===== src/rtl/gpr_commit_sched_if.sv =====
`default_nettype none
// +----------------------------------------------------------------------------+
// | Interface : gpr_commit_sched_if                                            |
// | Purpose   : Commit-group input bus, single-entry output handshake and      |
// |             status lines of the GPR commit scheduler.                      |
// | Revision  : 1.0 - initial release                                          |
// +----------------------------------------------------------------------------+
interface gpr_commit_sched_if #(
    parameter int PORTS      = 2,
    parameter int GPR_NUM    = 32,
    parameter int DATA_WIDTH = 32,
    parameter int DEPTH      = 8
);
    localparam int ID_W  = $clog2(GPR_NUM);
    localparam int CNT_W = $clog2(DEPTH + 1);

    // Commit-stage side: one slice per port, port 0 oldest
    logic [PORTS-1:0]            in_valid;
    logic [PORTS*ID_W-1:0]       in_id;
    logic [PORTS*DATA_WIDTH-1:0] in_wdata;
    logic                        in_ready;

    // Reporter side: one entry per cycle
    logic                        out_valid;
    logic [ID_W-1:0]             out_id;
    logic [DATA_WIDTH-1:0]       out_wdata;
    logic                        out_ready;

    // Status
    logic [CNT_W-1:0]            count;
    logic                        drop_err;

    // Environment: drives commits and the consumer ready
    modport master (
        output in_valid, in_id, in_wdata, out_ready,
        input  in_ready, out_valid, out_id, out_wdata, count, drop_err
    );

    // Scheduler
    modport slave (
        input  in_valid, in_id, in_wdata, out_ready,
        output in_ready, out_valid, out_id, out_wdata, count, drop_err
    );
endinterface
`default_nettype wire


===== src/rtl/gpr_commit_sched.sv =====
`default_nettype none
// +----------------------------------------------------------------------------+
// | Module    : gpr_commit_sched                                               |
// | Purpose   : Buffers up to PORTS GPR writebacks per cycle in program order  |
// |             and hands them one per cycle to the GPR update reporter.       |
// |             x0 writes are filtered; lost commits set a sticky flag.        |
// | Options   : GPR_COMMIT_SCHED_BYPASS_EN - zero-latency path when idle.      |
// | Revision  : 1.0 - initial release                                          |
// +----------------------------------------------------------------------------+
module gpr_commit_sched #(
    parameter int PORTS      = 2,
    parameter int GPR_NUM    = 32,
    parameter int DATA_WIDTH = 32,
    parameter int DEPTH      = 8
) (
    input  wire logic             clk,
    input  wire logic             rst,   // synchronous, active-low
    gpr_commit_sched_if.slave     bus
);
    localparam int ID_W  = $clog2(GPR_NUM);
    localparam int PTR_W = $clog2(DEPTH);
    localparam int CNT_W = $clog2(DEPTH + 1);
    localparam int K_W   = $clog2(PORTS + 1);

    // A whole group fits only while at least PORTS entries are free
    localparam logic [CNT_W-1:0] FILL_LIMIT = CNT_W'(DEPTH - PORTS);
    localparam logic [CNT_W-1:0] FULL_COUNT = CNT_W'(DEPTH);

    // Storage (contents are don't-care after reset, so no reset on the array)
    logic [ID_W-1:0]       mem_id_q   [DEPTH];
    logic [DATA_WIDTH-1:0] mem_data_q [DEPTH];

    logic [PTR_W-1:0] rd_ptr_q,   rd_ptr_d;
    logic [PTR_W-1:0] wr_ptr_q,   wr_ptr_d;
    logic [CNT_W-1:0] count_q,    count_d;
    logic             drop_err_q, drop_err_d;

    // Per-port unpacked view of the commit group
    logic [ID_W-1:0]       port_id   [PORTS];
    logic [DATA_WIDTH-1:0] port_data [PORTS];
    logic [PORTS-1:0]      cand;

    // Compaction results
    logic [PORTS-1:0]      push;
    logic [PTR_W-1:0]      push_slot [PORTS];
    logic [K_W-1:0]        push_cnt;
    logic                  skip_pending;

    logic in_ready;
    logic accept;
    logic pop;
    logic bypass_take;

    // Slice the flat port buses and mark real (non-x0) writebacks
    generate
        for (genvar p = 0; p < PORTS; p++) begin : g_port
            assign port_id[p]   = bus.in_id[p*ID_W +: ID_W];
            assign port_data[p] = bus.in_wdata[p*DATA_WIDTH +: DATA_WIDTH];
            assign cand[p]      = bus.in_valid[p] && (port_id[p] != '0);
        end
    endgenerate

    // Readiness depends only on the registered occupancy
    assign in_ready = (count_q <= FILL_LIMIT);
    assign accept   = in_ready && rst;
    assign pop      = (count_q != '0) && bus.out_ready && rst;

`ifdef GPR_COMMIT_SCHED_BYPASS_EN
    logic                  any_cand;
    logic [ID_W-1:0]       first_id;
    logic [DATA_WIDTH-1:0] first_data;

    // Lowest-numbered candidate is the oldest and the one eligible to bypass
    always_comb begin
        any_cand   = |cand;
        first_id   = '0;
        first_data = '0;
        for (int p = PORTS - 1; p >= 0; p--) begin
            if (cand[p]) begin
                first_id   = port_id[p];
                first_data = port_data[p];
            end
        end
    end

    // The oldest candidate skips the buffer only when the buffer is empty
    // and the consumer takes it in this very cycle
    assign bypass_take = accept && (count_q == '0) && any_cand && bus.out_ready;
`else
    assign bypass_take = 1'b0;
`endif

    // Pack accepted candidates into consecutive slots starting at wr_ptr
    always_comb begin
        push         = '0;
        push_cnt     = '0;
        skip_pending = bypass_take;
        for (int p = 0; p < PORTS; p++) begin
            push_slot[p] = wr_ptr_q + PTR_W'(push_cnt);
            if (accept && cand[p]) begin
                if (skip_pending) begin
                    skip_pending = 1'b0;
                end else begin
                    push[p]  = 1'b1;
                    push_cnt = push_cnt + K_W'(1);
                end
            end
        end
    end

    // Next-state for pointers, occupancy and the sticky loss flag
    always_comb begin
        rd_ptr_d   = rd_ptr_q + PTR_W'(pop);
        wr_ptr_d   = wr_ptr_q + PTR_W'(push_cnt);
        count_d    = count_q + CNT_W'(push_cnt) - CNT_W'(pop);
        drop_err_d = drop_err_q || ((|bus.in_valid) && !in_ready);
    end

    // Control registers; reset flushes every pending entry
    always_ff @(posedge clk) begin
        if (!rst) begin
            rd_ptr_q   <= '0;
            wr_ptr_q   <= '0;
            count_q    <= '0;
            drop_err_q <= 1'b0;
        end else begin
            rd_ptr_q   <= rd_ptr_d;
            wr_ptr_q   <= wr_ptr_d;
            count_q    <= count_d;
            drop_err_q <= drop_err_d;
        end
    end

    // Entry storage writes, one per enqueued candidate
    always_ff @(posedge clk) begin
        for (int p = 0; p < PORTS; p++) begin
            if (push[p]) begin
                mem_id_q[push_slot[p]]   <= port_id[p];
                mem_data_q[push_slot[p]] <= port_data[p];
            end
        end
    end

    // Head presentation: buffered head first, idle bypass second, else zeros
    always_comb begin
        bus.out_valid = 1'b0;
        bus.out_id    = '0;
        bus.out_wdata = '0;
        if (rst) begin
            if (count_q != '0) begin
                bus.out_valid = 1'b1;
                bus.out_id    = mem_id_q[rd_ptr_q];
                bus.out_wdata = mem_data_q[rd_ptr_q];
            end
`ifdef GPR_COMMIT_SCHED_BYPASS_EN
            else if (accept && any_cand) begin
                bus.out_valid = 1'b1;
                bus.out_id    = first_id;
                bus.out_wdata = first_data;
            end
`endif
        end
    end

    assign bus.in_ready = in_ready;
    assign bus.count    = count_q;
    assign bus.drop_err = drop_err_q;

    // Occupancy must never exceed the buffer size
    always_ff @(posedge clk) begin
        if (rst) begin
            assert (count_q <= FULL_COUNT);
        end
    end
endmodule
`default_nettype wire


===== src/flat_wrapper.sv =====
// flat-port wrapper written by rule: the top's interface ports become plain ports
module gpr_commit_sched_flat 
#(
    parameter int PORTS      = 2,
    parameter int GPR_NUM    = 32,
    parameter int DATA_WIDTH = 32,
    parameter int DEPTH      = 8
)
  (clk, rst, bus_in_valid, bus_in_id, bus_in_wdata, bus_out_ready, bus_in_ready, bus_out_valid, bus_out_id, bus_out_wdata, bus_count, bus_drop_err);
  gpr_commit_sched_if #(.PORTS(PORTS), .GPR_NUM(GPR_NUM), .DATA_WIDTH(DATA_WIDTH), .DEPTH(DEPTH)) bus_i ();
  input  wire logic clk;
  input  wire logic rst;
  input wire logic [$bits(bus_i.in_valid)-1:0] bus_in_valid;
  input wire logic [$bits(bus_i.in_id)-1:0] bus_in_id;
  input wire logic [$bits(bus_i.in_wdata)-1:0] bus_in_wdata;
  input wire logic [$bits(bus_i.out_ready)-1:0] bus_out_ready;
  output wire logic [$bits(bus_i.in_ready)-1:0] bus_in_ready;
  output wire logic [$bits(bus_i.out_valid)-1:0] bus_out_valid;
  output wire logic [$bits(bus_i.out_id)-1:0] bus_out_id;
  output wire logic [$bits(bus_i.out_wdata)-1:0] bus_out_wdata;
  output wire logic [$bits(bus_i.count)-1:0] bus_count;
  output wire logic [$bits(bus_i.drop_err)-1:0] bus_drop_err;
  assign bus_i.in_valid = bus_in_valid;
  assign bus_i.in_id = bus_in_id;
  assign bus_i.in_wdata = bus_in_wdata;
  assign bus_i.out_ready = bus_out_ready;
  assign bus_in_ready = bus_i.in_ready;
  assign bus_out_valid = bus_i.out_valid;
  assign bus_out_id = bus_i.out_id;
  assign bus_out_wdata = bus_i.out_wdata;
  assign bus_count = bus_i.count;
  assign bus_drop_err = bus_i.drop_err;
  gpr_commit_sched #(.PORTS(PORTS), .GPR_NUM(GPR_NUM), .DATA_WIDTH(DATA_WIDTH), .DEPTH(DEPTH)) u_core (.clk(clk), .rst(rst), .bus(bus_i));
endmodule

===== config.mk =====
export PLATFORM = sky130hd
export DESIGN_NAME = gpr_commit_sched_flat
export DESIGN_NICKNAME = d
export VERILOG_FILES = /design/src/rtl/gpr_commit_sched_if.sv /design/src/rtl/gpr_commit_sched.sv /design/src/flat_wrapper.sv
export SDC_FILE = /design/constraint.sdc
export NUM_CORES = 1
export LEC_CHECK = 0
export ABC_CLOCK_PERIOD_IN_PS = 7830
export BUFFER_PORTS_ARGS = -buffer_cell sky130_fd_sc_hd__buf_2
export CAP_MARGIN = 40
export CORE_MARGIN = 4
export CORE_UTILIZATION = 30
export CTS_CLUSTER_SIZE = 30
export DETAILED_ROUTE_END_ITERATION = 8
export PLACE_DENSITY_LB_ADDON = 0.25
export SETUP_SLACK_MARGIN = 0.15
export SLEW_MARGIN = 10
export SYNTH_ARGS = -nofsm -noshare
export SYNTH_HDL_FRONTEND = slang
export SYNTH_SLANG_ARGS = --single-unit

===== constraint.sdc =====
create_clock -name clk -period 7.83 [get_ports clk]
set_input_delay 0.783 -clock clk [delete_from_list [all_inputs] [get_ports clk]]
set_output_delay 0.783 -clock clk [all_outputs]
set_load 0.01 [all_outputs]

* Yosys cells after proc, flatten, opt, wreduce, memory -nomap -nowiden
Memories as Yosys holds them, arrays and structs flattened. A register that Yosys moved wholly into a read port is not among the register bits.
Index checks and enable logic that the tools add are counted.
** Storage, ports and cells
- Flip-flop bits (word level) :: 11
- Memory bits (writable) :: 296
- Input port bits :: 79
- Output and inout bits :: 44
- Memories :: 2
** Memory list
- u_core.mem_data_q :: words 8, bits a word 32, rd ports 1, clocked after memory_dff 1, write ports 2, line gpr_commit_sched.sv:31 : logic [DATA_WIDTH-1:0] mem_data_q [DEPTH];
- u_core.mem_id_q :: words 8, bits a word 5, rd ports 1, clocked after memory_dff 1, write ports 2, line gpr_commit_sched.sv:30 : logic [ID_W-1:0] mem_id_q [DEPTH];
** Cells by class
- Add/sub/neg operators :: 6
- $lt $le $gt $ge :: 1
- Muxes and demuxes :: 16
- Reductions and logical operators :: 14
** Operator list (number)
- $mux W32 :: 2
- $mux W5 :: 2
- $reduce_bool A5 Y1 :: 2
- $mux W1 :: 9
- $logic_and A1 B1 Y1 :: 8
- $add A3 B1 Y3 :: 2
- $mux W3 :: 2
- $add A4 B2 Y4 :: 1
- $le A4 B3 Y1 const B :: 1
- $reduce_bool A4 Y1 :: 1
- $sub A4 B1 Y4 :: 1
- $add A3 B2 Y3 :: 1
- $add A1 B1 Y2 const B :: 1
- $mux W2 :: 1
- $reduce_or A2 Y1 :: 1
- $logic_not A1 Y1 :: 1
- $logic_or A1 B1 Y1 :: 1

* Depth between registers and ports, before layout
- Word-level depth :: 8
- Mapped depth :: 16
- Depth with buffers taken out :: 16

* Worst setup path before layout
Ideal clock, no wire load.
- Path type :: input port to flip-flop
- From :: in bus_in_id[1]
- To :: mem u_core.mem_data_q[0][0], enable pin
- Setup time :: 534 ps
- Arrival time :: 5174 ps
- Data required time :: 7296 ps
- Setup slack :: 2122 ps
- Cell stages on the path :: 3
- Path buffers :: 1
- Path through :: buf_1 -> o2111ai_1 -> o41ai_1
** RTL lines
- start: declaration :: line flat_wrapper.sv:14 : input wire logic [$bits(bus_i.in_id)-1:0] bus_in_id;
- end: declaration :: line gpr_commit_sched.sv:31

==> impl_metrics.yaml <==
grt:
  gr-total-overflow: 0
  antenna_found_initial: 4
  grt_pass1_wl_mm: 63.4
  grt_use_total: 0.148
  grt_pass1_vias: 9577
  grt_max_degree: 43
floorplan:
  pin_count: 123
  die_h_um: 237
  initial_core_util: 0.304
  row_count: 83
  die_x_um: 237
  dieArea_sq_um: 56100
  coreArea_sq_um: 51600
detailed_routing:
  first_iter_violations: 568
  drc_errors: 0
  vias: 8672
  vias_per_cell: 5.01
  wl_per_cell_um: 24.1
  firstDrtPassIters: 4
  drtAntennaViolNets: 0
  routed_wl_mm: 41.8
power:
  leakagePower_nw: 6.00
  vdd_drop_max_v: 0.000156
  cellPowerDensity_nw_per_um2: 251
cts:
  clock-sinks: 307
  clk_pin_slew_ps: 60
  numCtsBuffers: 36
  post-cts-setup-buffers: 0
  cts_root_buf: "clkbuf_16"
  cts_resized: 0
  tritoncts: "done"
  cts_buffer_depth: 3
  htree_levels: 2
  cts_hold_repair.buffers: 0
  clk_latency_ps: 520
setup_path:
  reg2reg_slack_ps: 3010
  worstSetupStartpointType: "register"
  cp_max_fo: 38
  r2r_end: "u_core.mem_data_q[3][20]"
  endpoint_kind: "register"
  criticalPathCategory: "reg -> reg"
  rr_startpoint: "u_core.bus.count[3]"
  crit_arrival_ps: 4970
  cp.required_ps: 7980
  reg2reg_depth: 15
place:
  place.gp.congestion: 0.717
  io_buffers: 122
  hpwlAfterDp_mm: 24.7
yosys:
  yosys_warnings: 0
  synth_edf_count: 296
  syn_area_sq_um: 15700
  synth_ff_type: "edfxtp_1"
  ys_seq_area_frac: 0.580
  synth.most_common_cell: "edfxtp_1"
  avgSynthCellArea_sq_um: 17.5
  yosysTopAreaCell: "edfxtp_1"
  synth_async_sr_flop_share: 0
  synth_common_cells: "296 x edfxtp_1, 291 x mux2_2, 74 x mux4_2"
  synth.area.top_cells: "edfxtp_1 57%, mux2_2 21%, mux4_2 11%"
  ys_types: 38
  synth.top_cell.area_share: 0.566
  synth_nets: 994
  synth-seq-cells: 307
  synthCells: 900
sta:
  setup_tns_ps: 0
  tightest_slew_ps: 734
  fmax_mhz: 208
  slew_viol_final: 0
  fin_crit_ps: 4820
  hold_slack_ps: 482
  final-setup-viol-count: 0
  rsz0062_at_grt: "false"
  fin_worst_skew_ps: 12.2
  final.period_utilization: 0.615
  max_slew_margin: 0.497
  hold_viol: 0
cells_and_area:
  drive_gt1_frac: 0.552
  nets: 1121
  fillers: 4890
  syn_to_final_growth_pct: 15.8
worst_hold_path:
  hold-path-cell-count: 1
  holdPathEnd: "u_core.bus.drop_err"
  hold_start: "u_core.bus.drop_err"
  hp-class: "reg -> reg"
run_status:
  status: "complete, no violations"
run:
  maxCapViolCount: 0
==> power breakdown <==
part	total [W]	leakage (nW)	switching (W)	internal, W
logic	0.000989	2.71	0.000539	0.000449
registers	0.00200	2.77	0.0000566	0.00194
clock network	0.00157	0.521	0.000649	0.000926
==> per-stage QoR <==
step	instance area (sq um)	setup slack (ps)	util	power, W	std cells
after detailed placement	17100	2950	0.331	0.00305	1669
after floorplan	15700	2120	-	0.00268	900
after global routing	18200	2620	0.352	0.00479	1730
after global placement	17000	2190	0.330	0.00303	1665
after CTS	18200	2910	0.352	0.00464	1730
final	18200	3010	0.352	0.00456	1731
==> critical path, cell delays in order, from the launching register on <==
cell and delay, ps:
dfxtp_1 330, inv_1 70, ha_1 180, nand2_1 80, mux2i_1 630, clkinv_1 400
o2111ai_2 210, inv_1 100, ha_1 190, ha_1 210, xnor2_1 210, nand2_1 120
nor4_2 130, buf_4 600, o21bai_4 410, buf_4 530
==> registers in the layout (all words and copies together) (netlist names) <==
register             cells
u_core.bus.drop_err      1
u_core.wr_ptr_q          3
u_core.mem_id_q         40
u_core.rd_ptr_q          3
u_core.mem_data_q      256
u_core.bus.count         4
==> cells by family (layout without fill, tap and decap cells) <==
group                      after synthesis  in the layout  share of synthesized area
AOI/OAI and AO/OA                       14             14                    0.00765
xor gates and xnor gates                 6              6                    0.00334
adders and majority gates               15             15                     0.0129
muxes                                  408            408                      0.343
DFF                                    307            307                      0.580
other                                    0              1                          0
buffers and inverters                   76            226                     0.0308
and+or+nand+nor                         74             74                     0.0221
==> metal layers <==
metal  part of all wire  up-vias  global-route usage
met1               0.46     4548               0.206
met4              0.014        8              0.0292
li1                   -     3874                   -
met2               0.47      193               0.240
met3              0.049       49              0.0302
met5             0.0012        -                   0
==> layout by cell type (no fill, tap or decap), drive strengths merged <==
master / Yosys / layout
mux2: 296 / 296
inv: 15 / 15
or3: 2 / 2
o21bai: 4 / 4
clkbuf: 15 / 46
xnor2: 2 / 2
nand3: 4 / 4
nor4: 4 / 4
nor2b: 1 / 1
o211a: 1 / 1
o2111ai: 1 / 1
mux4: 74 / 74
clkinv: 1 / 13
xor2: 4 / 4
a21oi: 1 / 1
o211ai: 1 / 1
o31ai: 1 / 1
or4: 2 / 2
nor2: 42 / 42
mux2i: 38 / 38
fa: 2 / 2
dfxtp: 11 / 11
nand4: 4 / 4
ha: 13 / 13
and3: 1 / 1
o41ai: 2 / 2
nand2: 5 / 5
diode: 0 / 1
o21ai: 1 / 1
bufinv: 0 / 2
clkinvlp: 0 / 1
o21a: 1 / 1
a21o: 1 / 1
buf: 45 / 149
and2: 9 / 9
edfxtp: 296 / 296
==> final cells by class <==
type                            instances  area, sq um  area share
Sequential cell                       307         9120       0.501
Multi-Input combinational cell        517         6240       0.343
Clock buffer                           46          960      0.0528
Tap cell                              680          851      0.0468
Timing Repair Buffer                  149          845      0.0464
Clock inverter                         15          116     0.00640
Inverter                               16         60.1     0.00330
Antenna cell                            1         2.50    0.000138
==> worst max-delay path by stage <==
stage                                   start                       end  slack (ps)  cells after the start
after detailed placement  u_core.bus.count[3]  u_core.mem_data_q[3][23]        2950                     15
after floorplan                  bus_in_id[1]   u_core.mem_data_q[0][0]        2120                      3
after global placement           bus_in_id[0]  u_core.mem_data_q[1][21]        2190                     12
after CTS                 u_core.bus.count[3]  u_core.mem_data_q[3][20]        2910                     15
final                     u_core.bus.count[3]  u_core.mem_data_q[3][20]        3010                     15
after global routing      u_core.bus.count[3]  u_core.mem_data_q[3][28]        2620                     15
Note: power is estimated with default switching activity, not from simulation.
